==> config.mk <==
export PLATFORM = sky130hd
export DESIGN_NAME = demux_1to4
export DESIGN_NICKNAME = d
export VERILOG_FILES = /design/src/rtl/demux_pkg.sv /design/src/rtl/demux_1to2.sv /design/src/rtl/demux_1to4.sv
export SDC_FILE = /design/constraint.sdc
export NUM_CORES = 1
export LEC_CHECK = 0
export CORE_AREA = 2 2 39 41
export CTS_BUF_LIST = sky130_fd_sc_hd__clkbuf_4
export CTS_CLUSTER_DIAMETER = 200
export DETAILED_ROUTE_END_ITERATION = 7
export DIE_AREA = 0 0 41 43
export PLACE_DENSITY = 0.39
export SYNTH_ARGS = -nofsm -noshare
export SYNTH_HDL_FRONTEND = slang
export SYNTH_SLANG_ARGS = --single-unit
==> constraint.sdc <==
create_clock -name clk -period 0.8 [get_ports clk]
set_input_delay 0.12 -clock clk [delete_from_list [all_inputs] [get_ports clk]]
set_output_delay 0.12 -clock clk [all_outputs]
set_load 0.02 [all_outputs]
==> src/rtl/demux_pkg.sv <==
// Shared constants for the 1-to-4 demultiplexer: route-index encoding
// and default widths.
package demux_pkg;

    typedef logic [1:0] route_idx_t;

    localparam route_idx_t IDX_Y0 = 2'd0;
    localparam route_idx_t IDX_Y1 = 2'd1;
    localparam route_idx_t IDX_Y2 = 2'd2;
    localparam route_idx_t IDX_Y3 = 2'd3;

    localparam int unsigned DEF_DATA_W = 32'd1;
    localparam int unsigned DEF_CNT_W  = 32'd8;

endpackage : demux_pkg

==> src/rtl/demux_1to2.sv <==
// Combinational 1-to-2 demux stage: din goes to y1 when sel is high,
// to y0 otherwise; the unselected leg is driven to zero.
module demux_1to2 #(
    parameter int unsigned DATA_W = 32'd1
) (
    input  logic              sel,
    input  logic [DATA_W-1:0] din,
    output logic [DATA_W-1:0] y0,
    output logic [DATA_W-1:0] y1
);

    // steer din onto one leg, zero the other
    always_comb begin
        y0 = '0;
        y1 = '0;
        if (sel) begin
            y1 = din;
        end else begin
            y0 = din;
        end
    end

endmodule : demux_1to2

==> src/rtl/demux_1to4.sv <==
// Registered 1-to-4 demultiplexer built from a tree of demux_1to2 stages.
// Optional per-output saturating hit counters under DEMUX_HIT_CNT_EN.
module demux_1to4
    import demux_pkg::*;
#(
    parameter int unsigned DATA_W = DEF_DATA_W,
    parameter int unsigned CNT_W  = DEF_CNT_W
) (
    input  logic              clk,
    input  logic              rst,
    input  logic              en,
    input  logic              Sel0,
    input  logic              Sel1,
    input  logic [DATA_W-1:0] Inp,
    output logic [DATA_W-1:0] Y0,
    output logic [DATA_W-1:0] Y1,
    output logic [DATA_W-1:0] Y2,
    output logic [DATA_W-1:0] Y3
`ifdef DEMUX_HIT_CNT_EN
    ,
    output logic [CNT_W-1:0]  hit_cnt0,
    output logic [CNT_W-1:0]  hit_cnt1,
    output logic [CNT_W-1:0]  hit_cnt2,
    output logic [CNT_W-1:0]  hit_cnt3
`endif
);

    logic [DATA_W-1:0] w_lo;
    logic [DATA_W-1:0] w_hi;
    logic [DATA_W-1:0] w_y [4];
    logic [DATA_W-1:0] r_y [4];

    // MSB first splits Y0/Y1 from Y2/Y3, then the LSB picks within each pair
    demux_1to2 #(.DATA_W(DATA_W)) u_stage_msb (
        .sel (Sel1),
        .din (Inp),
        .y0  (w_lo),
        .y1  (w_hi)
    );

    demux_1to2 #(.DATA_W(DATA_W)) u_stage_lsb_lo (
        .sel (Sel0),
        .din (w_lo),
        .y0  (w_y[0]),
        .y1  (w_y[1])
    );

    demux_1to2 #(.DATA_W(DATA_W)) u_stage_lsb_hi (
        .sel (Sel0),
        .din (w_hi),
        .y0  (w_y[2]),
        .y1  (w_y[3])
    );

    // output registers: reset wins, enable captures the routed word, else hold
    always_ff @(posedge clk) begin
        if (rst) begin
            for (int k = 0; k < 4; k++) begin
                r_y[k] <= '0;
            end
        end else if (en) begin
            for (int k = 0; k < 4; k++) begin
                r_y[k] <= w_y[k];
            end
        end else begin
            for (int k = 0; k < 4; k++) begin
                r_y[k] <= r_y[k];
            end
        end
    end

    assign Y0 = r_y[0];
    assign Y1 = r_y[1];
    assign Y2 = r_y[2];
    assign Y3 = r_y[3];

`ifdef DEMUX_HIT_CNT_EN
    localparam logic [CNT_W-1:0] CNT_MAX = {CNT_W{1'b1}};
    localparam logic [CNT_W-1:0] CNT_ONE = {{(CNT_W-1){1'b0}}, 1'b1};

    route_idx_t w_idx;
    logic [3:0] w_hit;
    logic [CNT_W-1:0] r_cnt [4];

    assign w_idx = {Sel1, Sel0};

    // a hit is a nonzero word routed to that output
    always_comb begin
        w_hit    = 4'b0000;
        w_hit[0] = (w_idx == IDX_Y0) && (|Inp);
        w_hit[1] = (w_idx == IDX_Y1) && (|Inp);
        w_hit[2] = (w_idx == IDX_Y2) && (|Inp);
        w_hit[3] = (w_idx == IDX_Y3) && (|Inp);
    end

    // saturating hit counters, updated alongside the output registers
    always_ff @(posedge clk) begin
        if (rst) begin
            for (int k = 0; k < 4; k++) begin
                r_cnt[k] <= '0;
            end
        end else if (en) begin
            for (int k = 0; k < 4; k++) begin
                if (w_hit[k] && (r_cnt[k] != CNT_MAX)) begin
                    r_cnt[k] <= r_cnt[k] + CNT_ONE;
                end else begin
                    r_cnt[k] <= r_cnt[k];
                end
            end
        end else begin
            for (int k = 0; k < 4; k++) begin
                r_cnt[k] <= r_cnt[k];
            end
        end
    end

    assign hit_cnt0 = r_cnt[0];
    assign hit_cnt1 = r_cnt[1];
    assign hit_cnt2 = r_cnt[2];
    assign hit_cnt3 = r_cnt[3];
`endif

endmodule : demux_1to4

==> impl_metrics.env <==
export IMPL_status="finished, violations left"
export IMPL_failed_checks="negative setup slack"
export IMPL_cp_num_buf_inv=1
export IMPL_drc=0
export IMPL_gp_congestion=0.6511
export IMPL_crit_family="flip-flops"
export IMPL_place_area_um2=279.0
export IMPL_port_buffers=9
export IMPL_synth_avg_cell_area_um2=13.45
export IMPL_grt_pass1_vias=109
export IMPL_vias=129
export IMPL_dp_cells=38
export IMPL_worstPathRequired_ns=0.68
export IMPL_p_leak_nw=0.1177
export IMPL_core_area_mm2=0.001384
export IMPL_antenna_found_initial=0
export IMPL_crit_type="flip-flop to primary output"
export IMPL_seq_area_um2=120.1
export IMPL_grt_overflow=0
export IMPL_cp_num_cells=1
export IMPL_clk_pin_slew_worst_paths_ns=0.04
export IMPL_ys_ff_latch=4
export IMPL_ys_seq_area_frac=0.7442
export IMPL_crit_end="Y3"
export IMPL_startpoint_type="flip-flop"
export IMPL_nNetsFinal=33
export IMPL_finalWirelength_um=272
export IMPL_area_growth_pct=78.29
export IMPL_multi_input_area_um2=43.79
export IMPL_hold_viol=0
export IMPL_cp_arrival_ns=0.75
export IMPL_tightest_slew_ns=0.1590
export IMPL_hold_class="primary input to flip-flop"
export IMPL_max_stage_delay_ns=0.37
export IMPL_top_register="r_y"
export IMPL_fin_crit_sh=1.082
export IMPL_grt_pass1_wl_um=427
export IMPL_finalMaxSlewViolations=0
export IMPL_worst_slack_ns=-0.06593
export IMPL_mostFrequentLayoutCells="4 x edfxtp_1, 3 x clkbuf_4, 3 x clkdlybuf4s50_1, 3 x buf_2"
export IMPL_path_cells="buf_6"
export IMPL_reg_largest_list="r_y x4"
export IMPL_cts_inserted_buffers=3
export IMPL_vdd_ir_drop_max_uv=380.1
export IMPL_drtAntennaViolNets=0
export IMPL_die_w_um=41
export IMPL_max_freq_ghz=1.155
export IMPL_hpwlAfterDp_um=200.1
export IMPL_cp_slowest_cell="edfxtp_1"
export IMPL_vias_per_cell=3.146
export IMPL_syn_cell_area_um2=161.4
export IMPL_synthesis_nets=18
export IMPL_die_height_um=43
export IMPL_worstPathMaxFanout=1
export IMPL_num_antenna_cells=0
export IMPL_place_ws_ns=-0.3119
export IMPL_cts_hold_buf=0
export IMPL_fin_cells=41
export IMPL_largest_reg_flops=4
export IMPL_endpoint_kind="primary output"
export IMPL_post_cts_setup_buffer_count=0
export IMPL_start_util=0.1166
export IMPL_rows=14
export IMPL_postSynthCellCount=12
export IMPL_io_pins=10
export IMPL_first_pass_iters=2
export IMPL_grt_max_degree=5
export IMPL_powerDensity_mw_per_mm2=1996
export IMPL_mostFrequentLayoutCell="edfxtp_1"
export IMPL_final_cell_area_um2=287.8
export IMPL_htree_levels=1
export IMPL_cts_tree="built"
export IMPL_critPathLaunch="r_y[3]$_DFFE_PP_"
export IMPL_fin_tns_setup_ns=-0.2261
export IMPL_dieArea_mm2=0.001763
export IMPL_cts_sinks=4
export IMPL_setup_viol=4
export IMPL_grtUsageTotal=0.04752
export IMPL_fillCellCount=157
export IMPL_root_buffer="clkbuf_4"
export IMPL_drv_cap=0
export IMPL_rsz0062_at_grt="yes"
export IMPL_yosysWarnings=0
export IMPL_drtIter0Drc=1
export IMPL_wire_per_inst_um=6.634
export IMPL_finalCriticalPeriod_ns=0.8659
export IMPL_yosysUniqueCellTypes=7
export IMPL_slew_headroom=0.8932
export IMPL_drive_gt1_frac=0.3600
export IMPL_clockBufferDepth=2
export IMPL_whs_ns=0.3642
## worst min path at each step
| stage | startpoint | to | cells after the start |
|---|---|---|---|
| floorplan | rst | r_y[0]$_SDFFCE_PP0P_ | 1 |
| global placement | Sel0 | r_y[3]$_DFFE_PP_ | 3 |
| detailed placement | Sel0 | r_y[3]$_DFFE_PP_ | 3 |
| CTS | en | r_y[0]$_SDFFCE_PP0P_ | 2 |
| global route | en | r_y[2]$_DFFE_PP_ | 2 |
| finish | en | r_y[0]$_SDFFCE_PP0P_ | 2 |
## area by class of cell
| cell class | instances | share of cell area |
|---|---|---|
| clock buffer | 3 | 0.07826 |
| tap | 16 | 0.06957 |
| multi-input combinational | 8 | 0.1522 |
| timing repair buffer | 10 | 0.2826 |
| sequential | 4 | 0.4174 |
## where the power goes
group	internal, mW	leakage, nW	total (mW)	switching, mW
Combinational	0.0414	0.0605	0.0793	0.0379
Sequential	0.246	0.0433	0.250	0.00321
Clock	0.167	0.0138	0.245	0.0779
## cells in the mapped netlist (all sizes together)
| master | n | area share |
|---|---|---|
| nand3b | 1 | 0.047 |
| nor2 | 2 | 0.047 |
| or2 | 1 | 0.039 |
| edfxtp | 4 | 0.74 |
| nand2 | 1 | 0.023 |
| nand2b | 1 | 0.039 |
| nor3 | 2 | 0.062 |
## layer usage
| layer | GRT usage | vias up | routed length, um |
|---|---|---|---|
| li1 | - | 70 | - |
| met1 | 0.04605 | 45 | 100 |
| met2 | 0.03750 | 12 | 86 |
| met3 | 0.03141 | 2 | 69 |
| met4 | 0.1000 | 0 | 14 |
| met5 | 0 | - | 0 |
## cells by family (layout without fill, tap and decap cells)
logic type / count (synthesis) / count (layout) / synth area share
buf+inv: 0 / 13 / 0
simple gates: 8 / 8 / 0.2559
flops: 4 / 4 / 0.7442
## stage by stage
step	total power, mW	utilization
after global placement	0.3419	0.2016
after floorplan	0.2840	-
final	0.5743	0.2080
after CTS	0.5854	0.2034
after detailed placement	0.3425	0.2016
after global routing	0.6073	0.2080
## what timing repair did
item,CTS,global route
resized for setup,19,2
pin swaps,1,0
endpoints found under the setup margin,8,4
cloned,0,0
(Power assumes the default switching activity.)
